`src/rtl/bridge_bus_arbiter.sv`:
```
// Two-master arbiter for a shared req/ack slave bus: CPU priority with an m1
// starvation guard (or round-robin), one transaction at a time, timeout abort.
module bridge_bus_arbiter #(
  parameter int CPU_PRIORITY = 1,
  parameter int STARVE_LIMIT = 4,
  parameter int TIMEOUT      = 16
) (
  input  logic        clk,
  input  logic        reset,
  input  logic        m0_req,
  input  logic [31:0] m0_addr,
  input  logic [31:0] m0_wdata,
  input  logic [3:0]  m0_we,
  output logic        m0_gnt,
  output logic        m0_done,
  output logic [31:0] m0_rdata,
  output logic        m0_err,
  input  logic        m1_req,
  input  logic [31:0] m1_addr,
  input  logic [31:0] m1_wdata,
  input  logic [3:0]  m1_we,
  output logic        m1_gnt,
  output logic        m1_done,
  output logic [31:0] m1_rdata,
  output logic        m1_err,
  output logic        sl_req,
  output logic [31:0] sl_addr,
  output logic [31:0] sl_wdata,
  output logic [3:0]  sl_we,
  input  logic        sl_ack,
  input  logic [31:0] sl_rdata,
  output logic        busy
);

  typedef enum logic {ST_IDLE, ST_WAIT} state_t;

  localparam logic [3:0] STARVE_MAX = 4'(STARVE_LIMIT);
  localparam logic [7:0] TMO_LAST   = 8'(TIMEOUT - 1);

  state_t      state_q, state_d;
  logic        owner_q, owner_d;
  logic        last_q, last_d;
  logic [3:0]  starve_q, starve_d;
  logic [7:0]  tmo_q, tmo_d;
  logic        m0_gnt_q, m0_gnt_d, m1_gnt_q, m1_gnt_d;
  logic        m0_done_q, m0_done_d, m1_done_q, m1_done_d;
  logic [31:0] m0_rdata_q, m0_rdata_d, m1_rdata_q, m1_rdata_d;
  logic        m0_err_q, m0_err_d, m1_err_q, m1_err_d;
  logic        sl_req_q, sl_req_d, busy_q, busy_d;
  logic [31:0] sl_addr_q, sl_addr_d, sl_wdata_q, sl_wdata_d;
  logic [3:0]  sl_we_q, sl_we_d;
  logic        tie_m1, win_m1;

  // last_q = 1 means m1 was granted last, so m0 takes the next round-robin tie
  assign tie_m1 = (CPU_PRIORITY != 0) ? (starve_q == STARVE_MAX) : !last_q;
  assign win_m1 = m1_req && (!m0_req || tie_m1);

  always_comb begin
    state_d    = state_q;
    owner_d    = owner_q;
    last_d     = last_q;
    starve_d   = starve_q;
    tmo_d      = tmo_q;
    m0_gnt_d   = 1'b0;
    m1_gnt_d   = 1'b0;
    m0_done_d  = 1'b0;
    m1_done_d  = 1'b0;
    m0_rdata_d = m0_rdata_q;
    m1_rdata_d = m1_rdata_q;
    m0_err_d   = m0_err_q;
    m1_err_d   = m1_err_q;
    sl_req_d   = sl_req_q;
    sl_addr_d  = sl_addr_q;
    sl_wdata_d = sl_wdata_q;
    sl_we_d    = sl_we_q;
    busy_d     = busy_q;
    case (state_q)
      ST_IDLE: begin
        if (m0_req || m1_req) begin
          state_d    = ST_WAIT;
          owner_d    = win_m1;
          last_d     = win_m1;
          tmo_d      = 8'd0;
          sl_req_d   = 1'b1;
          busy_d     = 1'b1;
          m0_gnt_d   = !win_m1;
          m1_gnt_d   = win_m1;
          sl_addr_d  = win_m1 ? m1_addr  : m0_addr;
          sl_wdata_d = win_m1 ? m1_wdata : m0_wdata;
          sl_we_d    = win_m1 ? m1_we    : m0_we;
          if (win_m1) begin
            starve_d = 4'd0;
          end else if (m1_req && (starve_q != STARVE_MAX)) begin
            starve_d = starve_q + 4'd1;
          end
        end
      end
      ST_WAIT: begin
        // an ack on the timeout cycle still completes normally
        if (sl_ack || (tmo_q == TMO_LAST)) begin
          state_d  = ST_IDLE;
          sl_req_d = 1'b0;
          busy_d   = 1'b0;
          tmo_d    = 8'd0;
          if (owner_q) begin
            m1_done_d  = 1'b1;
            m1_rdata_d = sl_ack ? sl_rdata : 32'd0;
            m1_err_d   = !sl_ack;
          end else begin
            m0_done_d  = 1'b1;
            m0_rdata_d = sl_ack ? sl_rdata : 32'd0;
            m0_err_d   = !sl_ack;
          end
        end else begin
          tmo_d = tmo_q + 8'd1;
        end
      end
      default: state_d = ST_IDLE;
    endcase
  end

  always_ff @(posedge clk or negedge reset) begin
    if (!reset) begin
      state_q    <= ST_IDLE;
      owner_q    <= 1'b0;
      last_q     <= 1'b1;
      starve_q   <= 4'd0;
      tmo_q      <= 8'd0;
      m0_gnt_q   <= 1'b0;
      m1_gnt_q   <= 1'b0;
      m0_done_q  <= 1'b0;
      m1_done_q  <= 1'b0;
      m0_rdata_q <= 32'd0;
      m1_rdata_q <= 32'd0;
      m0_err_q   <= 1'b0;
      m1_err_q   <= 1'b0;
      sl_req_q   <= 1'b0;
      sl_addr_q  <= 32'd0;
      sl_wdata_q <= 32'd0;
      sl_we_q    <= 4'd0;
      busy_q     <= 1'b0;
    end else begin
      state_q    <= state_d;
      owner_q    <= owner_d;
      last_q     <= last_d;
      starve_q   <= starve_d;
      tmo_q      <= tmo_d;
      m0_gnt_q   <= m0_gnt_d;
      m1_gnt_q   <= m1_gnt_d;
      m0_done_q  <= m0_done_d;
      m1_done_q  <= m1_done_d;
      m0_rdata_q <= m0_rdata_d;
      m1_rdata_q <= m1_rdata_d;
      m0_err_q   <= m0_err_d;
      m1_err_q   <= m1_err_d;
      sl_req_q   <= sl_req_d;
      sl_addr_q  <= sl_addr_d;
      sl_wdata_q <= sl_wdata_d;
      sl_we_q    <= sl_we_d;
      busy_q     <= busy_d;
    end
  end

  assign m0_gnt   = m0_gnt_q;
  assign m1_gnt   = m1_gnt_q;
  assign m0_done  = m0_done_q;
  assign m1_done  = m1_done_q;
  assign m0_rdata = m0_rdata_q;
  assign m1_rdata = m1_rdata_q;
  assign m0_err   = m0_err_q;
  assign m1_err   = m1_err_q;
  assign sl_req   = sl_req_q;
  assign sl_addr  = sl_addr_q;
  assign sl_wdata = sl_wdata_q;
  assign sl_we    = sl_we_q;
  assign busy     = busy_q;

endmodule

```
`config.mk`:
```
export PLATFORM = sky130hd
export DESIGN_NAME = bridge_bus_arbiter
export DESIGN_NICKNAME = d
export VERILOG_FILES = /design/src/rtl/bridge_bus_arbiter.sv
export SDC_FILE = /design/constraint.sdc
export NUM_CORES = 1
export LEC_CHECK = 0
export CAP_MARGIN = 10
export CORE_UTILIZATION = 43
export CTS_CLUSTER_SIZE = 12
export DETAILED_ROUTE_END_ITERATION = 8
export HOLD_SLACK_MARGIN = 0.1
export PLACE_DENSITY = 0.85
export SLEW_MARGIN = 40
export SYNTH_ARGS = -nofsm -noshare
export SYNTH_HDL_FRONTEND = slang
export SYNTH_SLANG_ARGS = --single-unit
```
`constraint.sdc`:
```
create_clock -name clk -period 3.9 [get_ports clk]
set_input_delay 0.78 -clock clk [delete_from_list [all_inputs] [get_ports clk]]
set_output_delay 0.78 -clock clk [all_outputs]
set_load 0.005 [all_outputs]
```
==> results of run 1 <==
[per-stage QoR]
stage | area (sq um) | utilization | instances
2_1_floorplan | 6240 | - | 476
3_3_place_gp | 9440 | 0.672 | 938
3_5_place_dp | 9440 | 0.672 | 938
4_1_cts | 10100 | 0.716 | 970
5_1_grt | 10100 | 0.717 | 970
6_report | 10100 | 0.717 | 970
[power breakdown]
group / leakage, nW / internal [mW] / total, mW / switching [mW]
Clock: 0.284 / 1.02 / 1.71 / 0.695
Sequential: 1.90 / 2.20 / 2.58 / 0.375
Combinational: 2.07 / 1.70 / 2.60 / 0.902
Total: 4.26 / 4.93 / 6.90 / 1.97
[layout make-up]
cell class                      count  share of cell area
Clock inverter                     15              0.0188
Sequential cell                   153               0.381
Clock buffer                       17              0.0423
Timing Repair Buffer              319               0.317
Multi-Input combinational cell    279               0.216
Inverter                            7             0.00261
Tap cell                          180              0.0224
[state kept, by name (all words and copies together), names as in the netlist, 4 cells and up]
signal / cells
m0_rdata: 32
m1_rdata: 32
starve_q: 4
sl_we: 4
tmo_q: 8
sl_wdata: 32
sl_addr: 32
[kinds of logic after synthesis]
group                      synth area share
AOI/OAI and AO/OA                     0.223
xor gates and xnor gates            0.00281
adders and majority gates           0.00601
DFF                                   0.613
muxes                               0.00481
buffers and inverters                0.0415
and+or+nand+nor                       0.109
[cells in the final DEF, fill, tap and decap left out, drive strengths merged, types with 2 or more instances in the layout]
| cell type | Yosys | final |
|---|---|---|
| clkdlybuf4s50 | 0 | 311 |
| dfrtp | 153 | 153 |
| and2 | 66 | 66 |
| a221o | 65 | 65 |
| a22o | 65 | 65 |
| clkbuf | 18 | 17 |
| o21ai | 13 | 13 |
| inv | 7 | 13 |
| nor2 | 12 | 12 |
| nand2 | 9 | 9 |
| nand3 | 9 | 9 |
| buf | 19 | 8 |
| clkinvlp | 0 | 5 |
| nor3 | 5 | 5 |
| a21oi | 5 | 5 |
| nand2b | 3 | 3 |
| and3 | 3 | 3 |
| a31oi | 3 | 3 |
| mux2i | 3 | 3 |
| ha | 3 | 3 |
| bufinv | 0 | 3 |
| or2 | 2 | 2 |
| o21bai | 2 | 2 |
[worst max path at each step]
stage                                          to  slack (ns)
after floorplan            sl_addr[1]$_DFFE_PN0P_        1.99
after global placement    sl_addr[16]$_DFFE_PN0P_        1.14
after detailed placement  sl_addr[13]$_DFFE_PN0P_        1.06
after CTS                 sl_addr[13]$_DFFE_PN0P_        1.51
after global routing      sl_addr[13]$_DFFE_PN0P_        1.36
final                     sl_addr[13]$_DFFE_PN0P_        1.45
[per-layer routing]
layer | wire length, microns | share of wire | track usage | up-vias
li1 | - | - | - | 2405
met1 | 7520 | 0.38 | 0.307 | 2693
met2 | 10000 | 0.51 | 0.446 | 276
met3 | 1570 | 0.080 | 0.0776 | 38
met4 | 504 | 0.026 | 0.107 | 0
met5 | 0 | 0 | 0 | -
==> qor.log, run 1 <==
[global_route] first-pass GRT wire length 29800 microns
[clock_network] H-tree Lvls 4
[place] Port Buf Inserts 312
[timing] setup slack of the critical path after layout 1.45 ns
[floorplanning] height of the die 122 microns
[drt] Iter 0 DRT Violations 288
[logic_synthesis] Post-synth EDFFs 0
[layout] area occupied by registers 3830 sq um
[logic_synthesis] mean area per synthesized cell 13.1 sq um
[timing] total setup violations reported at the end of the flow 0
[critical_path] crit path max-delay cell type sky130_fd_sc_hd__clkdlybuf4s50_1
[clock_network] clock tree buffer depth 2
[logic_synthesis] top-count cell post-synth sky130_fd_sc_hd__dfrtp_1
[clock_network] cell chosen for the clock root sky130_fd_sc_hd__clkbuf_16
[timing] final cycle utilization of the critical path 0.629
[timing] clock period minus final worst setup slack 2.45 ns
[logic_synthesis] Post-synth top cells sky130_fd_sc_hd__dfrtp_1, sky130_fd_sc_hd__a221o_1, sky130_fd_sc_hd__a22o_1
[timing] total count of hold-check failures in the final report 0
[global_route] vias in the first global route 5601
[timing] Worst Clk Skew 0.0103 ns
[logic_synthesis] post-synth cell types 42
[critical_path] Worst Setup End Kind register
[drt] count of vias placed by the detailed router 5412
[critical_path] count of buffer and inverter cells on the critical path 2
[layout] fillers 940
[floorplanning] die area 15000 sq um
[layout] Antenna diodes 0
[critical_path] top fanout value on the critical path 66
[global_route] Total Routing Usage GR 0.262
[floorplanning] area inside the core boundary 14000 sq um
[drt] number of nets with antenna violations after detailed routing 0
[pwr] power density of the placed cells 685 nW/um^2
[layout] Area growth, synth to finish 61.2%
[floorplanning] initial core utilization 0.445
[pwr] maximum resistive drop on vdd 0.000285 V
[layout] Multi-input gate area 2180 sq um
[critical_path] ordered cell list for the critical path clkdlybuf4s50_1 -> nor2_1 -> or2_2 -> a21oi_4 -> buf_4 -> a221o_1
[clock_network] post-CTS setup buffer count 0
[logic_synthesis] Warnings, synthesis 0
[global_route] antenna violations before repair 0
[drt] routed len/inst 20.2 microns
[pwr] static leakage 4.26 nW
[clock_network] number of gates resized after cts 0
[clock_network] CTS Hold Buffers Added 0
[logic_synthesis] dominant cells by area after synthesis sky130_fd_sc_hd__dfrtp_1, sky130_fd_sc_hd__a221o_1, sky130_fd_sc_hd__a22o_1
[floorplanning] DIE WIDTH 122 microns
[place] RePlAce Congestion 0.846
[timing] summed negative setup slack over all endpoints 0 ns
[timing] number of max-slew violations in the final report 0
[clock_network] CTS Sinks 153
[place] sum of net half-perimeters after detailed placement 13900 microns
[clock_network] CTS Buf Count 17
[clock_network] clock transition time at the flip-flop clock pins of the worst setup and hold paths 0.07 ns
[logic_synthesis] share of the synthesized area in the top cell type 0.613
[critical_path] longest individual stage delay on the worst path 0.61 ns
[timing] setup repair after global routing missed its margin false
[clock_network] source-to-sink clock delay at the later pin of the worst-skew pair 0.42 ns
[drt] detailed-route wire length 19600 microns
[critical_path] Worst Setup Start Kind primary input
[drt] DR DRC count 0
[timing] measured slew at the worst slew-check pin 0.729 ns
[timing] worst slew margin relative to its limit 0.514
[layout] NumNets Final 953
[drt] via-per-instance ratio 5.58
[drt] length of the first detailed-routing pass in iterations 4
[logic_synthesis] synthesized netlist net count 652
[logic_synthesis] mapped cell area 6240 sq um
[critical_path] data arrival time of the critical path 2.80 ns
[critical_path] Worst path depth 6
[logic_synthesis] Primary FF master, synth sky130_fd_sc_hd__dfrtp_1
[outcome] status complete, no violations
[logic_synthesis] post-synthesis async set-or-reset flop share 1.00
[critical_path] destination of the worst register-to-register timing path sl_addr[13]$_DFFE_PN0P_
[global_route] grt ovf 0
[logic_synthesis] top cell type by total area after synthesis sky130_fd_sc_hd__dfrtp_1
[layout] proportion of layout cells with a drive suffix above 1 0.0696
[critical_path] worst-case register-to-register setup slack 1.72 ns
[place] pre-CTS worst setup slack 1.06 ns
[clock_network] TritonCTS clock tree yes
[critical_path] number of cells on the worst reg-to-reg path 7
[floorplanning] std cell rows 43
[floorplanning] Top Ports 313
[timing] fmax 0.408 GHz
[critical_path] crit path launch m1_req
[logic_synthesis] synthesized flop and latch total 153
[pwr] Total Power 6.90 mW
[critical_path] cell family with most CP delay buffers and inverters
[critical_path] Worst Path Required 4.25 ns
[logic_synthesis] synthesized instance count 476
[critical_path] Reg-to-Reg Start starve_q[0]$_DFFE_PN0P_
[timing] Min Hold Slack 0.389 ns
[critical_path] path type of the worst setup path in -> reg
[logic_synthesis] portion of the post-synthesis area used by sequential elements 0.613
[global_route] pin count of the biggest net entering global routing 80
[run] max-cap viol count 0
[min_path] HP Class in -> async
Note: power is estimated with default switching activity, not from simulation.
==> inputs of run 2 (changes only) <==
- CORE_UTILIZATION: 43 -> 36
- PLACE_DENSITY: 0.85 -> 0.76
- clock period: 3.9 -> 2 ns (I/O delays scaled with it)
==> run 2 against run 1 <==
Compared with the run above:
- setup slack lost 1.3 ns
- combinational power increased by 99%
- critical endpoint is now m1_rdata[15]$_DFFE_PN0P_
- clock-buffer cell count up 1
- non-clock buffer count up 21
- register-to-register slack worse by 1.6 ns
- critical path type is now reg -> reg
- via count increased by 0.48%
- final cell count grew 6.0%
==> qor.log, run 2 (synthesized netlist as in run 1, its figures left out) <==
[outcome] status complete, no violations
[timing] Worst Clk Skew 0.0115 ns [+0.00121 ns]
[timing] worst slew margin relative to its limit 0.640 [+0.126]
[global_route] first-pass GRT wire length 29500 microns [-0.74%]
[clock_network] CTS Buf Count 17 [unchanged]
[clock_network] clock transition time at the flip-flop clock pins of the worst setup and hold paths 0.06 ns [about the same]
[drt] length of the first detailed-routing pass in iterations 5 [+1]
[place] Port Buf Inserts 312 [unchanged]
[clock_network] CTS Sinks 153 [unchanged]
[clock_network] TritonCTS clock tree yes
[critical_path] worst-case register-to-register setup slack 0.11 ns [-1.61 ns]
[floorplanning] die area 17900 sq um [+19%]
[floorplanning] area inside the core boundary 16800 sq um [+19%]
[layout] Antenna diodes 0 [unchanged]
[drt] via-per-instance ratio 5.29 [-5.2%]
[drt] top routing layer in use met4
[floorplanning] std cell rows 47 [+9.3%]
[layout] Area growth, synth to finish 65.9%
[layout] leading cell type in the layout, fill and taps excluded sky130_fd_sc_hd__clkdlybuf4s50_1
[timing] setup repair after global routing missed its margin false
[floorplanning] Top Ports 313 [unchanged]
[clock_network] clock tree buffer depth 2 [unchanged]
[clock_network] source-to-sink clock delay at the later pin of the worst-skew pair 0.41 ns [about the same]
[timing] Min Hold Slack 0.506 ns [+0.117 ns]
[timing] measured slew at the worst slew-check pin 0.540 ns [-0.189 ns]
[place] pre-CTS worst setup slack -0.0912 ns [-1.15 ns]
[critical_path] Worst Path Required 2.29 ns [-1.96 ns]
[critical_path] path type of the worst setup path reg -> reg
[global_route] pin count of the biggest net entering global routing 58 [-28%]
[timing] total setup violations reported at the end of the flow 0 [unchanged]
[floorplanning] initial core utilization 0.372 [-0.0721]
[run] max-cap viol count 0 [unchanged]
[drt] total length of routed met3 wires 1330 microns [-15%]
[critical_path] Reg-to-Reg Start tmo_q[4]$_DFFE_PN0P_
[drt] Iter 0 DRT Violations 166 [-42%]
[place] RePlAce Congestion 0.841 [-0.53%]
[critical_path] top fanout value on the critical path 26 [-61%]
[pwr] static leakage 4.39 nW [+3.1%]
[drt] count of vias placed by the detailed router 5438 [+0.48%]
[floorplanning] DIE WIDTH 134 microns [+9.1%]
[clock_network] number of gates resized after cts 0 [unchanged]
[layout] NumNets Final 974 [+2.2%]
[timing] number of max-slew violations in the final report 0 [unchanged]
[drt] routed length on met2 9640 microns [-3.9%]
[min_path] HP Class in -> async
[clock_network] H-tree Lvls 4 [unchanged]
[critical_path] Worst Setup End Kind register
[timing] setup slack of the critical path after layout 0.113 ns [-1.33 ns]
[drt] routed len/inst 18.5 microns [-8.6%]
[critical_path] Worst Setup Start Kind register
[timing] final cycle utilization of the critical path 0.944
[timing] total count of hold-check failures in the final report 0 [unchanged]
[global_route] antenna violations before repair 0 [unchanged]
[pwr] power density of the placed cells 1290 nW/um^2 [+89%]
[drt] detailed-route wire length 19000 microns [-3.2%]
[place] count of placed standard cells including taps 998 [+6.4%]
[timing] fmax 0.530 GHz
[pwr] maximum resistive drop on vdd 0.000621 V [+120%]
[timing] clock period minus final worst setup slack 1.89 ns
[drt] DR DRC count 0 [unchanged]
[layout] number of standard cells in the final layout excluding fillers 1028 [+6.0%]
[global_route] grt ovf 0 [unchanged]
[layout] most used cells in the layout excluding fill and tap cells sky130_fd_sc_hd__clkdlybuf4s50_1, sky130_fd_sc_hd__dfrtp_1, sky130_fd_sc_hd__a221o_1
[critical_path] data arrival time of the critical path 2.18 ns [-0.62 ns]
[critical_path] crit path launch tmo_q[4]$_DFFE_PN0P_
[timing] summed negative setup slack over all endpoints 0 ns [unchanged]
[global_route] vias in the first global route 5714 [+2.0%]
[global_route] Total Routing Usage GR 0.214 [-0.0482]
[drt] met1 routed wirelength after detailed routing 7550 microns [+0.32%]
[drt] number of nets with antenna violations after detailed routing 0 [unchanged]
[layout] proportion of layout cells with a drive suffix above 1 0.0879 [+0.0183]
[place] sum of net half-perimeters after detailed placement 13900 microns [about the same]
[clock_network] cell chosen for the clock root sky130_fd_sc_hd__clkbuf_16
[floorplanning] height of the die 134 microns [+9.1%]
==> run 2: report_power, final <==
part           switching (mW)  leakage (nW)  internal [mW]
Clock                    1.21         0.281           1.98
Sequential              0.717          1.90           4.30
Combinational            1.74          2.21           3.44
==> run 2: layout make-up <==
type	instances	area (sq um)
clock buffers	18	439
clock inverters	11	149
fillers	1282	6410
inverters	7	26.3
multi-input cells	279	2170
flip-flops and latches	153	3830
well taps	220	275
repair buffers	340	3460
==> run 2: worst paths after layout <==
check / to / depth (start not counted)
max: m1_rdata[15]$_DFFE_PN0P_ / 5
min: m0_rdata[10]$_DFFE_PN0P_ / 2
max reg2reg: m1_rdata[15]$_DFFE_PN0P_ / 5
min reg2reg: m0_rdata[15]$_DFFE_PN0P_ / 1
max in group asynchronous: tmo_q[6]$_DFFE_PN0P_ / 3
min in group clk: m0_rdata[15]$_DFFE_PN0P_ / 1
==> run 2: metal layers <==
metal	GRT usage	up-vias
met4	0.105	0
met5	0	-
met1	0.244	2693
li1	-	2447
met2	0.370	264
met3	0.0552	34
==> run 2: what timing repair did <==
action	4_1_cts	5_1_grt
hold buffers	1	0
setup buffers	0	0
hold endpoints to repair	49	0
==> run 2: stage by stage <==
step | instance area [sq um] | utilization | power (mW)
finish | 10400 | 0.618 | 13.4
detailed placement | 9760 | 0.582 | 10.2
floorplan | 6240 | - | 6.80
global route | 10400 | 0.618 | 14.1
CTS | 10400 | 0.618 | 13.5
global placement | 9760 | 0.582 | 10.1
==> run 2: worst max-delay path: stages (launching register included) <==
cell and delay [ns]:
sky130_fd_sc_hd__dfrtp_1 0.42, sky130_fd_sc_hd__or4_4 0.59, sky130_fd_sc_hd__o21bai_4 0.20, sky130_fd_sc_hd__nand3_4 0.11
sky130_fd_sc_hd__buf_12 0.17, sky130_fd_sc_hd__a22o_2 0.27
==> edit, RTL diff (config.mk and constraints of run 1) <==
Register the output `m1_err` once more, with the module's reset; this adds one clock of latency there. The other outputs are not delayed to match.
--- a/src/rtl/bridge_bus_arbiter.sv
+++ b/src/rtl/bridge_bus_arbiter.sv
@@ -170,3 +170,9 @@
   assign m0_err   = m0_err_q;
-  assign m1_err   = m1_err_q;
+  always_ff @(posedge clk or negedge reset) begin
+    if (!reset) begin
+      m1_err <= '0;
+    end else begin
+      m1_err <= m1_err_q;
+    end
+  end
   assign sl_req   = sl_req_q;
Check against the original RTL: same outputs for any inputs over 4 cycles, from zero or initial values and one cycle with reset low; that may be too few to reach the edited logic, so the function may still have changed.
==> edit against run 1 <==
- sequential cell count up 1
- critical path depth unchanged
- setup slack worse by 0.099 ns
- area after synthesis up 0.40%
- wire length up 1.6%
- sequential share of layout area down 0.053 points
- final area up 0.80%
- power up 2.7%
- die area up 0.39%
- fmax down 3.9%
- first-iteration DRC count up 9.4%
- worst hold slack worse by 0.0029 ns
==> edit: results (changes against run 1) <==
Run status -> complete, no violations (unchanged)
Reg clk slew, reported paths -> 0.06 ns
Setup bufs post-CTS -> 0 (unchanged)
Routability-driven placement congestion ratio -> 0.800 (was 0.846)
Clock Tree Root -> clkbuf_16 (unchanged)
Layout cells sized above 1 -> 6.72% (was 6.96%)
Pin count of the biggest net entering global routing -> 86 (was 80)
Signal inverters -> 7 (unchanged)
Synth cell count leaders -> dfrtp_1, a221o_1, a22o_1 (unchanged)
GRT Total Usage -> 26.5% (was 26.2%)
Fin nets -> 953 (unchanged)
Drt wl/cell -> 20.6 um (was 20.2 um)
Placed cell areas -> 9460 um^2 (was 9440 um^2)
HPWL Detailed -> 13,700 um (was 13,900 um)
Place WS -> 0.963 ns (was 1.06 ns)
Worst r2r dst -> sl_addr[15]$_DFFE_PN0P_ (was sl_addr[13]$_DFFE_PN0P_)
Cells after Synth -> 477 (was 476)
Die ar. -> 15,100 um^2 (was 15,000 um^2)
Post-synthesis sequential area ratio -> 61.5% (was 61.3%)
Initial Utilization -> 44.6% (was 44.5%)
Worst EP arrival -> 2.91 ns (was 2.80 ns)
First-pass GRT wire length -> 29,800 um (about the same)
Final core utilization -> 72.2% (was 71.7%)
Worst Tran Pin Value -> 0.732 ns (was 0.729 ns)
Multi-Input Combinational -> 279 (unchanged)
Buffers, non-clock -> 318 (was 319)
Vias per cell -> 5.61 (was 5.58)
Clk tree area frac -> 6.62% (was 6.11%)
Grt met2 use -> 44.8% (was 44.6%)
NonClk Buf Share -> 31.4% (was 31.7%)
FFs & Latches -> 154 (was 153)
M3 GR Usage -> 8.32% (was 7.76%)
Fillers -> 912 (was 940)
CP top delay family -> buffers and inverters (unchanged)
Fraction of area in registers -> 38.0% (was 38.1%)
Leakage power -> 4.31 nW (was 4.26 nW)
Routed wire length -> 19,900 um (was 19,600 um)
# diodes -> 1 (was 0)
Fmax -> 392 MHz (was 408 MHz)
Worst vdd ir -> 327 uV (was 285 uV)
Synthesized Nets -> 653 (was 652)
Worst setup path endpoint -> sl_addr[15]$_DFFE_PN0P_ (was sl_addr[13]$_DFFE_PN0P_)
Worst Hold Class -> primary input to async pin (unchanged)
Worst hold margin -> 0.386 ns (was 0.389 ns)
Clock skew -> 0.00943 ns (was 0.0103 ns)
GR Util met1 -> 30.6% (was 30.7%)
Vias in the first global route -> 5,533 (was 5,601)
Drt initial violations -> 315 (was 288)
# clk buffers -> 19 (was 17)
Area contributors post-synth -> dfrtp_1, a221o_1, a22o_1 (unchanged)
## edit: changes by cell type after synthesis
cell	before	now
dfrtp_1	153	154
## edit: logic make-up after synthesis
group	after synthesis	synth area share [%]
muxes	3	0.479
adders and majority gates	3	0.599
buffers and inverters	44	4.13
DFF	154	61.5
xor gates and xnor gates	2	0.280
and+or+nand+nor	114	10.8
AOI/OAI and AO/OA	157	22.2
## edit: where the power goes
| part | switching [mW] | internal, mW | total [mW] |
|---|---|---|---|
| registers | 0.385 | 2.22 | 2.60 |
| clock network | 0.649 | 1.23 | 1.88 |
| logic | 0.902 | 1.70 | 2.60 |
## edit: per-layer routing
| metal | wire (um) | share of wire [%] | vias up |
|---|---|---|---|
| met1 | 7570 | 38 | 2725 |
| met2 | 10100 | 51 | 274 |
| li1 | - | - | 2407 |
| met4 | 617 | 3.1 | 0 |
| met3 | 1680 | 8.4 | 38 |
| met5 | 0 | 0 | - |
